===== src/rtl/mem_handshake_unit_if.sv =====
// Memory-side bus of the memory-access stage: 4-phase req/ack handshake plus address/data.
// mem_req rises to start an access; memory raises mem_ack when done, mem_req then drops, and mem_ack must drop before the next request.
interface mem_handshake_unit_if #(
    parameter int ADDR_W = 32,
    parameter int DATA_W = 32
);
    logic              mem_req;
    logic              mem_rw;
    logic [ADDR_W-1:0] mem_addr;
    logic [DATA_W-1:0] mem_wdata;
    logic              mem_ack;
    logic [DATA_W-1:0] mem_rdata;

    modport master (
        output mem_req, mem_rw, mem_addr, mem_wdata,
        input  mem_ack, mem_rdata
    );

    modport slave (
        input  mem_req, mem_rw, mem_addr, mem_wdata,
        output mem_ack, mem_rdata
    );
endinterface


===== src/rtl/mem_handshake_unit.sv =====
// Memory-access stage: owns MAR/MDR and turns decoder MOV/RW into a 4-phase memory handshake.
// Emits a one-cycle MOC pulse on completion and a sticky err flag on timeout.
module mem_handshake_unit #(
    parameter int ADDR_W  = 32,
    parameter int DATA_W  = 32,
    parameter int TIMEOUT = 15
) (
    input  logic                 clk,
    input  logic                 reset,
    input  logic                 mar_en,
    input  logic                 mdr_en,
    input  logic [ADDR_W-1:0]    addr_in,
    input  logic [DATA_W-1:0]    wdata_in,
    input  logic                 mov,
    input  logic                 rw,
    mem_handshake_unit_if.master mem_bus,
    output logic                 moc,
    output logic [DATA_W-1:0]    mdr_out,
    output logic                 busy,
    output logic                 err,
    output logic [1:0]           dbg_state
);
    localparam int                 CNT_W    = $clog2(TIMEOUT) + 1;
    localparam logic [CNT_W-1:0]   CNT_LAST = CNT_W'(TIMEOUT - 1);
    localparam logic [CNT_W-1:0]   CNT_SAT  = '1;

    typedef enum logic [1:0] {
        IDLE    = 2'd0,
        ACCESS  = 2'd1,
        RELEASE = 2'd2
    } state_t;

    state_t            state_q, state_d;
    logic [ADDR_W-1:0] mar_q, mar_d;
    logic [DATA_W-1:0] mdr_q, mdr_d;
    logic [CNT_W-1:0]  cnt_q, cnt_d;
    logic              req_q, req_d;
    logic              rw_q, rw_d;
    logic              moc_q, moc_d;
    logic              err_q, err_d;

    always_comb begin
        state_d = state_q;
        mar_d   = mar_q;
        mdr_d   = mdr_q;
        cnt_d   = cnt_q;
        req_d   = req_q;
        rw_d    = rw_q;
        moc_d   = 1'b0;
        err_d   = err_q;
        case (state_q)
            IDLE: begin
                // Loads land in the same edge as mov, so the request carries the new values.
                if (mar_en) mar_d = addr_in;
                if (mdr_en) mdr_d = wdata_in;
                if (mov) begin
                    rw_d    = rw;
                    err_d   = 1'b0;
                    cnt_d   = '0;
                    req_d   = 1'b1;
                    state_d = ACCESS;
                end
            end
            ACCESS: begin
                if (cnt_q != CNT_SAT) cnt_d = cnt_q + 1'b1;
                if (mem_bus.mem_ack) begin
                    if (rw_q) mdr_d = mem_bus.mem_rdata;
                    req_d   = 1'b0;
                    state_d = RELEASE;
                end else if (cnt_q == CNT_LAST) begin
                    err_d   = 1'b1;
                    req_d   = 1'b0;
                    state_d = RELEASE;
                end
            end
            RELEASE: begin
                if (!mem_bus.mem_ack) begin
                    moc_d   = 1'b1;
                    state_d = IDLE;
                end
            end
            default: state_d = IDLE;
        endcase
    end

    always_ff @(posedge clk) begin
        if (reset) begin
            state_q <= IDLE;
            mar_q   <= '0;
            mdr_q   <= '0;
            cnt_q   <= '0;
            req_q   <= 1'b0;
            rw_q    <= 1'b0;
            moc_q   <= 1'b0;
            err_q   <= 1'b0;
        end else begin
            state_q <= state_d;
            mar_q   <= mar_d;
            mdr_q   <= mdr_d;
            cnt_q   <= cnt_d;
            req_q   <= req_d;
            rw_q    <= rw_d;
            moc_q   <= moc_d;
            err_q   <= err_d;
        end
    end

    assign mem_bus.mem_req   = req_q;
    assign mem_bus.mem_rw    = rw_q;
    assign mem_bus.mem_addr  = mar_q;
    assign mem_bus.mem_wdata = mdr_q;
    assign moc               = moc_q;
    assign mdr_out           = mdr_q;
    assign busy              = (state_q != IDLE);
    assign err               = err_q;
    assign dbg_state         = state_q;
endmodule


===== src/flat_wrapper.sv =====
// flat-port wrapper written by rule: the top's interface ports become plain ports
module mem_handshake_unit_flat 
#(
    parameter int ADDR_W  = 32,
    parameter int DATA_W  = 32,
    parameter int TIMEOUT = 15
)
  (clk, reset, mar_en, mdr_en, addr_in, wdata_in, mov, rw, moc, mdr_out, busy, err, dbg_state, mem_bus_mem_req, mem_bus_mem_rw, mem_bus_mem_addr, mem_bus_mem_wdata, mem_bus_mem_ack, mem_bus_mem_rdata);
  mem_handshake_unit_if #(.ADDR_W(ADDR_W), .DATA_W(DATA_W)) mem_bus_i ();
  input  logic clk;
  input  logic reset;
  input  logic mar_en;
  input  logic mdr_en;
  input  logic [ADDR_W-1:0] addr_in;
  input  logic [DATA_W-1:0] wdata_in;
  input  logic mov;
  input  logic rw;
  output logic moc;
  output logic [DATA_W-1:0] mdr_out;
  output logic busy;
  output logic err;
  output logic [1:0] dbg_state;
  output wire logic [$bits(mem_bus_i.mem_req)-1:0] mem_bus_mem_req;
  output wire logic [$bits(mem_bus_i.mem_rw)-1:0] mem_bus_mem_rw;
  output wire logic [$bits(mem_bus_i.mem_addr)-1:0] mem_bus_mem_addr;
  output wire logic [$bits(mem_bus_i.mem_wdata)-1:0] mem_bus_mem_wdata;
  input wire logic [$bits(mem_bus_i.mem_ack)-1:0] mem_bus_mem_ack;
  input wire logic [$bits(mem_bus_i.mem_rdata)-1:0] mem_bus_mem_rdata;
  assign mem_bus_mem_req = mem_bus_i.mem_req;
  assign mem_bus_mem_rw = mem_bus_i.mem_rw;
  assign mem_bus_mem_addr = mem_bus_i.mem_addr;
  assign mem_bus_mem_wdata = mem_bus_i.mem_wdata;
  assign mem_bus_i.mem_ack = mem_bus_mem_ack;
  assign mem_bus_i.mem_rdata = mem_bus_mem_rdata;
  mem_handshake_unit #(.ADDR_W(ADDR_W), .DATA_W(DATA_W), .TIMEOUT(TIMEOUT)) u_core (.clk(clk), .reset(reset), .mar_en(mar_en), .mdr_en(mdr_en), .addr_in(addr_in), .wdata_in(wdata_in), .mov(mov), .rw(rw), .mem_bus(mem_bus_i), .moc(moc), .mdr_out(mdr_out), .busy(busy), .err(err), .dbg_state(dbg_state));
endmodule

===== config.mk =====
export PLATFORM = sky130hd
export DESIGN_NAME = mem_handshake_unit_flat
export DESIGN_NICKNAME = d
export VERILOG_FILES = /design/src/rtl/mem_handshake_unit_if.sv /design/src/rtl/mem_handshake_unit.sv /design/src/flat_wrapper.sv
export SDC_FILE = /design/constraint.sdc
export NUM_CORES = 1
export LEC_CHECK = 0
export BUFFER_PORTS_ARGS = -buffer_cell sky130_fd_sc_hd__clkbuf_2
export CAP_MARGIN = 30
export CORE_MARGIN = 2
export CORE_UTILIZATION = 35
export CTS_CLUSTER_DIAMETER = 100
export DETAILED_ROUTE_END_ITERATION = 8
export HOLD_SLACK_MARGIN = 0.06
export PLACE_DENSITY_LB_ADDON = 0.08
export SLEW_MARGIN = 20
export SYNTH_ARGS = -nofsm -noshare
export SYNTH_HDL_FRONTEND = slang
export SYNTH_SLANG_ARGS = --single-unit

===== constraint.sdc =====
create_clock -name clk -period 4 [get_ports clk]
set_input_delay 0.8 -clock clk [delete_from_list [all_inputs] [get_ports clk]]
set_output_delay 0.8 -clock clk [all_outputs]
set_load 0.02 [all_outputs]

==> metrics.cfg, run 1 <==
[global_route]
met2_usage = 0.291
grtUsageMet1 = 0.213
grt_max_degree = 75
grt_usage = 0.176
first_global_vias = 3060
grt.busiest_layer = met2
overflow = 0
met3_usage = 0.0644
antenna_found_initial = 0
grt_pass1_wl_um = 14600

[layout]
final_util = 0.468
final_layout_size_suffix_gt1_frac = 0.449
diodes = 0
layout.nets = 680
area_delta_synth_final_pct = 31.6

[sta]
max_freq_mhz = 399
hold_viol = 0
clock_skew_ns = 0.0150
rsz0062_at_grt = false
tightest_slew_ns = 0.963
maxSlewHeadroom = 0.358
setup_viol = 0
finalCriticalPeriod_ns = 2.50
final_max_slew_viol_count = 0
tns_ns = 0
whs_ns = 0.456
period_share = 0.626

[critical_path]
cp.arrival_ns = 2.76
critPathRequiredTime_ns = 4.26
crit_fanout = 33
endpoint = u_core.mdr_out[31]
rr_startpoint = u_core.dbg_state[0]
r2r_end = u_core.mdr_out[31]
rr_worst_depth = 6
ff2ff_setup_slack_ns = 1.50
endpoint_kind = flip-flop
start_kind = flip-flop
crit_start = u_core.dbg_state[0]
crit_type = reg2reg

[clock_network]
cts_tree = built
ctsHtreeMaxLevel = 3
cts_buffers = 9
clk_latency_ns = 0.35
clockRootBuffer = clkbuf_8
post_cts_buffers = 0
cts_resized = 0
clock_sinks = 75
cts_hold_buf = 0
clockBufferDepth = 2
clk_pin_slew_ns = 0.08

[routing]
post_drt_wl_per_cell_um = 13.7
drtPass1Iterations = 4
num_vias = 3327
ant_nets = 0
wirelength_um = 9720
drc = 0
via_per_inst = 4.67
drt_iter0_drc = 110

[power_and_ir_drop]
power.density_nw_per_um2 = 419
p_switching_uw = 623
internal_power_mw = 1.27
switching_share = 0.329
clkPwrFrac = 0.316
irDropWorstVdd_uv = 154
power_mw = 1.89
p_leak_nw = 2.09
comb_power_share = 0.236
sequentialPowerShare = 0.448

[floorplan]
die_w_um = 103
die_y_um = 103
start_util = 0.356
fp-row-count = 36
core_um2 = 9640
fp.dieArea_um2 = 10600
num_io_pins = 206

[logic_synthesis]
synth_edf_count = 0
synth_top_cell_area_share = 0.437
synth_seq_cells = 75
yosysUniqueCellTypes = 30
synth_top_area_cell = dfxtp_1
synth_cells = 415
synth_common_cells = dfxtp_1 (75), a21oi_1 (69), nand2_1 (68)
syn_area_per_cell_um2 = 8.27
yosys_most_used_dff = dfxtp_1
syn_nets = 521
yosys_warnings = 0
async_reset_ff_frac = 0
ys_seq_area_frac = 0.437
synthTopCellsByArea = dfxtp_1 (44%), a211oi_2 (11%), a21oi_1 (10%), buf_4 (7.7%), nand2_1 (7.4%)
yosysMostFrequentCell = dfxtp_1
syn_area_um2 = 3430

[place]
globalplace.congestion = 0.765
place_hpwl_um = 6810
io_buffers = 205

[run]
cap_violations = 0

[worst_hold_path]
hold_class = reg2reg
holdPathStages = 2

[run_status]
outcome = finished clean

==> sequential cells by signal (all words and copies together) (netlist names) <==
register / flops
u_core.mdr_out: 32
u_core.mem_bus.mem_rw: 1
u_core.mem_bus.mem_req: 1
u_core.cnt_q: 5
u_core.dbg_state: 2
u_core.mem_bus.mem_addr: 32
u_core.err: 1
u_core.moc: 1
==> power by group through the flow <==
stage | Sequential (mW) | Combinational [mW] | Clock, mW
floorplan | 0.924 | 0.259 | 0
global placement | 0.863 | 0.444 | 0
detailed placement | 0.866 | 0.452 | 0
CTS | 0.849 | 0.453 | 0.618
global route | 0.856 | 0.494 | 0.649
finish | 0.848 | 0.446 | 0.598
==> area by class of cell <==
| cell class | instances | area (um^2) |
|---|---|---|
| Inverter | 3 | 11.3 |
| Fill cell | 1013 | 5120 |
| Clock inverter | 6 | 65.1 |
| Sequential cell | 75 | 1500 |
| Multi-Input combinational cell | 273 | 1540 |
| Clock buffer | 10 | 138 |
| Tap cell | 133 | 166 |
| Timing Repair Buffer | 212 | 1100 |
==> cells in the final DEF, fill, tap and decap left out, types with 2 or more instances in the layout <==
master      count
nor2b_1         2
buf_8           2
nand3_1         3
a21oi_1        69
nand2b_1        5
inv_1           3
nor2_1         40
mux2i_1         2
ha_1            3
a211oi_2       30
clkbuf_8       10
o21ai_0        33
a211oi_1        4
dfxtp_1        75
nand2_1        68
clkbuf_2      204
nor3_1          2
buf_4           6
clkinvlp_4      4
==> through the flow <==
step	setup slack (ns)	instance area, um^2	std cells
6_report	1.50	4520	712
4_1_cts	1.48	4520	712
3_3_place_gp	1.52	4280	694
2_1_floorplan	2.26	3430	415
3_5_place_dp	1.44	4310	696
5_1_grt	1.21	4520	712
==> worst min path at each step <==
stage                                     start                           to  slack [ns]
detailed placement   u_core.mem_bus.mem_addr[7]   u_core.mem_bus.mem_addr[7]        0.45
global route        u_core.mem_bus.mem_addr[18]  u_core.mem_bus.mem_addr[18]        0.47
CTS                  u_core.mem_bus.mem_addr[7]   u_core.mem_bus.mem_addr[7]        0.46
floorplan                       u_core.cnt_q[4]              u_core.cnt_q[4]        0.48
global placement    u_core.mem_bus.mem_addr[27]  u_core.mem_bus.mem_addr[27]        0.44
finish               u_core.mem_bus.mem_addr[7]   u_core.mem_bus.mem_addr[7]        0.46
==> cell families after synthesis <==
logic type,after synthesis,synth area share
compound gates,139,0.273
simple gates,128,0.156
flops,75,0.437
buf+inv,67,0.114
fa+ha+maj,3,0.0109
mux,2,0.00583
xor+xnor,1,0.00255
==> per-layer routing <==
metal,share of wire,vias to the layer above
li1,-,1700
met1,0.42,1482
met2,0.48,138
met3,0.097,7
met4,0.0069,0
met5,0,-
==> worst max-delay path: stages (launching register included) <==
cell and delay, ns:
dfxtp_1 0.87, nand3_1 0.14, buf_4 0.28, a21oi_2 0.55, buf_4 0.35, nor2_1 0.06, a211oi_1 0.16
Note: power is estimated with default switching activity, not from simulation.
==> run 2, diff against run 1 <==
--- a/config.mk
+++ b/config.mk
@@ -5,6 +5,7 @@
 export SDC_FILE = /design/constraint.sdc
 export NUM_CORES = 1
 export LEC_CHECK = 0
+export ABC_AREA = 1
 export BUFFER_PORTS_ARGS = -buffer_cell sky130_fd_sc_hd__clkbuf_2
 export CAP_MARGIN = 30
 export CORE_MARGIN = 2
==> constraint.sdc (replaced) <==
create_clock -name clk -period 2.6 [get_ports clk]
set_input_delay 0.52 -clock clk [delete_from_list [all_inputs] [get_ports clk]]
set_output_delay 0.52 -clock clk [all_outputs]
set_load 0.02 [all_outputs]
==> metrics.cfg, run 2 <==
[global_route]
grt_max_degree = 37  ; was 75
first_global_vias = 3038  ; was 3060
grt_pass1_wl_um = 13800  ; was 14600 um
overflow = 0  ; unchanged
grt_usage = 0.168  ; was 0.176
antenna_found_initial = 0  ; unchanged

[logic_synthesis]
syn_nets = 593  ; was 521
syn_area_um2 = 3350  ; was 3430 um^2
ys_seq_area_frac = 0.449  ; was 0.437
yosysMostFrequentCell = nor2_1  ; was dfxtp_1
syn_area_per_cell_um2 = 6.87  ; was 8.27 um^2
synth_common_cells = nor2_1 (141), nand2_1 (111), dfxtp_1 (75)  ; was dfxtp_1 (75), a21oi_1 (69), nand2_1 (68)
yosysUniqueCellTypes = 19  ; was 30
synth_top_area_cell = dfxtp_1  ; unchanged
synthTopCellsByArea = dfxtp_1 (45%), nor2_1 (16%), nand2_1 (12%), o21ai_0 (8.5%), buf_4 (8.5%)  ; was dfxtp_1 (44%), a211oi_2 (11%), a21oi_1 (10%), buf_4 (7.7%), nand2_1 (7.4%)
synth_seq_cells = 75  ; unchanged
yosys_most_used_dff = dfxtp_1  ; unchanged
async_reset_ff_frac = 0  ; unchanged
synth_edf_count = 0  ; unchanged
yosys_warnings = 0  ; unchanged
synth_cells = 487  ; was 415
synth_top_cell_area_share = 0.449  ; was 0.437

[floorplan]
die_y_um = 102  ; was 103 um
fp.dieArea_um2 = 10400  ; was 10600 um^2
num_io_pins = 206  ; unchanged
die_w_um = 102  ; was 103 um
start_util = 0.362  ; was 0.356
fp-row-count = 35  ; was 36
core_um2 = 9240  ; was 9640 um^2

[power_and_ir_drop]
irDropWorstVdd_uv = 294  ; was 154 uV
power_mw = 3.24  ; was 1.89 mW
sequentialPowerShare = 0.415  ; was 0.448
clkPwrFrac = 0.338  ; was 0.316
comb_power_share = 0.247  ; was 0.236
p_leak_nw = 2.43  ; was 2.09 nW
internal_power_mw = 2.18  ; was 1.27 mW
power.density_nw_per_um2 = 727  ; was 419 nW/um^2
p_switching_mw = 1.06  ; was 623 uW
switching_share = 0.326  ; was 0.329

[layout]
area_delta_synth_final_pct = 33.0  ; was 31.6%
fin_area_um2 = 4450  ; was 4520 um^2
final_layout_size_suffix_gt1_frac = 0.357  ; was 0.449
layout_commonest_cell = clkbuf_2  ; unchanged
final_util = 0.482  ; was 0.468
final_cell_mix = clkbuf_2 (205), nor2_1 (141), nand2_1 (111)  ; was clkbuf_2 (204), dfxtp_1 (75), a21oi_1 (69)
diodes = 0  ; unchanged
layout.nets = 757  ; was 680

[critical_path]
rr_startpoint = u_core.dbg_state[0]  ; unchanged
critPathRequiredTime_ns = 2.87  ; was 4.26 ns
endpoint = u_core.mdr_out[12]  ; was u_core.mdr_out[31]
endpoint_kind = flip-flop  ; unchanged
r2r_end = u_core.mdr_out[12]  ; was u_core.mdr_out[31]
crit_type = reg2reg  ; unchanged
crit_start = u_core.dbg_state[0]  ; unchanged
rr_worst_depth = 7  ; was 6
start_kind = flip-flop  ; unchanged
crit_fanout = 36  ; was 33
cp.arrival_ns = 2.01  ; was 2.76 ns
ff2ff_setup_slack_ns = 0.86  ; was 1.50 ns

[run]
cap_violations = 0  ; unchanged

[sta]
period_share = 0.670  ; was 0.626
tightest_slew_ns = 0.546  ; was 0.963 ns
maxSlewHeadroom = 0.635  ; was 0.358
rsz0062_at_grt = false  ; unchanged
finalCriticalPeriod_ns = 1.74  ; was 2.50 ns
final_max_slew_viol_count = 0  ; unchanged
clock_skew_ns = 0.00782  ; was 0.0150 ns
tns_ns = 0  ; unchanged
hold_viol = 0  ; unchanged
max_freq_mhz = 574  ; was 399 MHz
setup_viol = 0  ; unchanged

[routing]
wirelength_um = 9130  ; was 9720 um
post_drt_wl_per_cell_um = 11.6  ; was 13.7 um
ant_nets = 0  ; unchanged
drt_iter0_drc = 59  ; was 110
via_per_inst = 4.42  ; was 4.67
num_vias = 3470  ; was 3327
drc = 0  ; unchanged
drtPass1Iterations = 4  ; unchanged

[clock_network]
cts_tree = built  ; unchanged
clk_latency_ns = 0.34  ; was 0.35 ns
clk_pin_slew_ns = 0.08  ; about the same
cts_buffers = 9  ; unchanged
clockRootBuffer = clkbuf_8  ; unchanged
cts_resized = 0  ; unchanged
post_cts_buffers = 0  ; unchanged
ctsHtreeMaxLevel = 3  ; unchanged
clockBufferDepth = 2  ; unchanged
clock_sinks = 75  ; unchanged
cts_hold_buf = 0  ; unchanged

[place]
place_hpwl_um = 6760  ; was 6810 um
globalplace.congestion = 0.769  ; was 0.765
io_buffers = 205  ; unchanged
dpl_cell_area_um2 = 4210  ; was 4310 um^2

[worst_hold_path]
worstHoldStart = mem_bus_mem_ack  ; was u_core.mem_bus.mem_addr[7]
hold_class = in2reg  ; was reg2reg

[run_status]
outcome = finished clean  ; unchanged

run 2: layout make-up:
class,count,area [um^2]
flip-flops and latches,75,1500
inverters,13,51.3
well taps,129,161
clock inverters,7,124
clock buffers,9,124
fillers,975,4790
multi-input cells,342,1430
repair buffers,210,1060
run 2: power groups by stage:
stage | clock (mW) | combinational [mW] | sequential [mW]
detailed placement | 0 | 0.808 | 1.37
finish | 1.09 | 0.798 | 1.35
floorplan | 0 | 0.455 | 1.49
global placement | 0 | 0.807 | 1.37
global route | 1.17 | 0.891 | 1.36
CTS | 1.12 | 0.810 | 1.35
run 2: how the worst min path moves through the flow:
stage | to | cells after the start
5_1_grt | u_core.dbg_state[1] | 2
3_3_place_gp | u_core.err | 2
3_5_place_dp | u_core.mem_bus.mem_req | 2
2_1_floorplan | u_core.cnt_q[3] | 2
6_report | u_core.moc | 2
4_1_cts | u_core.moc | 2
run 2: logic make-up (layout without fill, tap and decap cells):
kind of cell	Yosys count	count (layout)	synth area share
adder cells (fa/ha/maj)	3	3	0.0112
AND/OR/NAND/NOR	261	261	0.298
AO/OA/AOI/OAI	78	78	0.118
buffers and inverters	70	239	0.125
flip-flops	75	75	0.449
run 2: worst max-delay path, stage by stage (launching register included):
cell     delay (ns)
dfxtp_1        0.43
nand2_2        0.11
inv_4          0.29
nand3_1        0.14
nand2_2        0.14
buf_4          0.30
o21ai_0        0.12
nor2_1         0.12
run 2: per-stage QoR:
step,hold WS [ns],worst slack (ns),std cells
3_3_place_gp,0.463,0.826,769
2_1_floorplan,0.474,1.18,487
5_1_grt,0.400,0.646,785
6_report,0.414,0.858,785
4_1_cts,0.395,0.844,785
3_5_place_dp,0.465,0.773,769
run 2: metal layers:
layer | vias up | share of wire | GRT usage
met5 | - | 0 | 0
met3 | 10 | 0.076 | 0.0421
met2 | 131 | 0.47 | 0.285
li1 | 1819 | - | -
met1 | 1510 | 0.44 | 0.205
met4 | 0 | 0.014 | 0.0624
==> run 3, diff against run 2 <==
==> constraint.sdc (replaced) <==
create_clock -name clk -period 1.7 [get_ports clk]
set_input_delay 0.34 -clock clk [delete_from_list [all_inputs] [get_ports clk]]
set_output_delay 0.34 -clock clk [all_outputs]
set_load 0.02 [all_outputs]
==> metrics.cfg, run 3 (synthesis results as in run 2) <==
[layout]
layout_commonest_cell = clkbuf_2  ; unchanged
area_delta_synth_final_pct = 34.6  ; was 33.0%
final_layout_size_suffix_gt1_frac = 0.360  ; was 0.357
diodes = 0  ; unchanged
layout.nets = 760  ; was 757
finalNonFillerCells = 788  ; was 785
final_cell_mix = clkbuf_2 (205), nor2_1 (141), nand2_1 (111)  ; unchanged
fin_area_um2 = 4510  ; was 4450 um^2

[run_status]
outcome = finished clean  ; unchanged

[floorplan]
die_y_um = 102  ; unchanged
die_w_um = 102  ; unchanged
fp-row-count = 35  ; unchanged
fp.dieArea_um2 = 10400  ; unchanged
start_util = 0.362  ; unchanged
core_um2 = 9240  ; unchanged
num_io_pins = 206  ; unchanged

[place]
dp_slack_ns = 0.209  ; was 0.773 ns
place_hpwl_um = 6760  ; about the same
io_buffers = 205  ; unchanged
dpl_cell_area_um2 = 4250  ; was 4210 um^2
dp_cells = 772  ; was 769
globalplace.congestion = 0.737  ; was 0.769

[critical_path]
cp.arrival_ns = 1.17  ; was 2.01 ns
critPathRequiredTime_ns = 1.36  ; was 2.87 ns
endpoint_kind = primary output  ; was flip-flop
start_kind = flip-flop  ; unchanged
rr_startpoint = u_core.cnt_q[1]  ; was u_core.dbg_state[0]
crit_fanout = 6  ; was 36
rr_worst_depth = 8  ; was 7
ff2ff_setup_slack_ns = 0.20  ; was 0.86 ns
r2r_end = u_core.cnt_q[4]  ; was u_core.mdr_out[12]
crit_type = reg2out  ; was reg2reg
endpoint = busy  ; was u_core.mdr_out[12]
crit_start = u_core.dbg_state[0]  ; unchanged

[sta]
setup_viol = 0  ; unchanged
maxSlewHeadroom = 0.785  ; was 0.635
fin_ws_ns = 0.193  ; was 0.858 ns
tns_ns = 0  ; unchanged
final_max_slew_viol_count = 0  ; unchanged
rsz0062_at_grt = false  ; unchanged
max_freq_mhz = 663
tightest_slew_ns = 0.323  ; was 0.546 ns
period_share = 0.887
hold_viol = 0  ; unchanged
clock_skew_ns = 0.0122  ; was 0.00782 ns
finalCriticalPeriod_ns = 1.51

[clock_network]
clockRootBuffer = clkbuf_8  ; unchanged
clockBufferDepth = 2  ; unchanged
cts_buffers = 9  ; unchanged
clock_sinks = 75  ; unchanged
clk_latency_ns = 0.34  ; about the same
ctsHtreeMaxLevel = 3  ; unchanged
clk_pin_slew_ns = 0.09  ; was 0.08 ns
cts_tree = built  ; unchanged
post_cts_buffers = 0  ; unchanged

[power_and_ir_drop]
irDropWorstVdd_uv = 419  ; was 294 uV
p_leak_nw = 2.46  ; was 2.43 nW
p_switching_mw = 1.59  ; was 1.06 mW
power.density_nw_per_um2 = 1110  ; was 727 nW/um^2
switching_share = 0.319  ; was 0.326
clkPwrFrac = 0.337  ; was 0.338
comb_power_share = 0.250  ; was 0.247
sequentialPowerShare = 0.413  ; was 0.415
internal_power_mw = 3.39  ; was 2.18 mW

[global_route]
first_global_vias = 3105  ; was 3038
grt_usage = 0.172  ; was 0.168
grt_max_degree = 39  ; was 37
grt_pass1_wl_um = 14200  ; was 13800 um
antenna_found_initial = 0  ; unchanged
overflow = 0  ; unchanged

[run]
cap_violations = 0  ; unchanged

[routing]
drtPass1Iterations = 4  ; unchanged
drc = 0  ; unchanged
post_drt_wl_per_cell_um = 11.5  ; was 11.6 um
drt_iter0_drc = 66  ; was 59
ant_nets = 0  ; unchanged
num_vias = 3461  ; was 3470
wirelength_um = 9080  ; was 9130 um
via_per_inst = 4.39  ; was 4.42

[worst_hold_path]
holdPathStages = 3  ; was 2
hold_class = in2reg  ; unchanged

## run 3: timing repair
item | 4_1_cts | 5_1_grt
endpoints found under the setup margin | 0 | 2
gates resized for setup | 0 | 2
hold buffers | 0 | 0
## run 3: power by group through the flow
stage / registers [mW] / logic [mW] / clock network, mW
floorplan: 2.28 / 0.695 / 0
global placement: 2.09 / 1.26 / 0
detailed placement: 2.10 / 1.26 / 0
CTS: 2.06 / 1.26 / 1.74
global route: 2.08 / 1.39 / 1.83
finish: 2.06 / 1.25 / 1.68
## run 3: how the worst min path moves through the flow
stage	from	endpoint
floorplan	reset	u_core.dbg_state[0]
global placement	u_core.mem_bus.mem_req	u_core.mem_bus.mem_req
detailed placement	u_core.mem_bus.mem_req	u_core.mem_bus.mem_req
CTS	addr_in[2]	u_core.mem_bus.mem_addr[2]
global route	mem_bus_mem_ack	u_core.moc
finish	addr_in[2]	u_core.mem_bus.mem_addr[2]
## run 3: area by class of cell
cell class              count  area (um^2)
multi-input cells         342         1430
inverters                  13         53.8
fillers                   983         4730
well taps                 129          161
clock inverters             6          113
clock buffers              10          138
flip-flops and latches     75         1500
repair buffers            213         1110
## run 3: layer usage
| layer | track usage | routed length (um) |
|---|---|---|
| met5 | 0 | 0 |
| met4 | 0.0572 | 93 |
| met3 | 0.0393 | 667 |
| met2 | 0.298 | 4270 |
| met1 | 0.210 | 4050 |
## run 3: through the flow
step	utilization	hold slack, ns	power [mW]
floorplan	-	0.409	2.98
global placement	0.460	0.456	3.35
detailed placement	0.460	0.472	3.36
CTS	0.487	0.212	5.07
global route	0.488	0.215	5.30
finish	0.488	0.232	4.98
## run 3: critical path: stages (launching register included)
cell      delay [ns]
dfxtp_1         0.37
nor2_2          0.24
inv_1           0.07
clkbuf_2        0.16
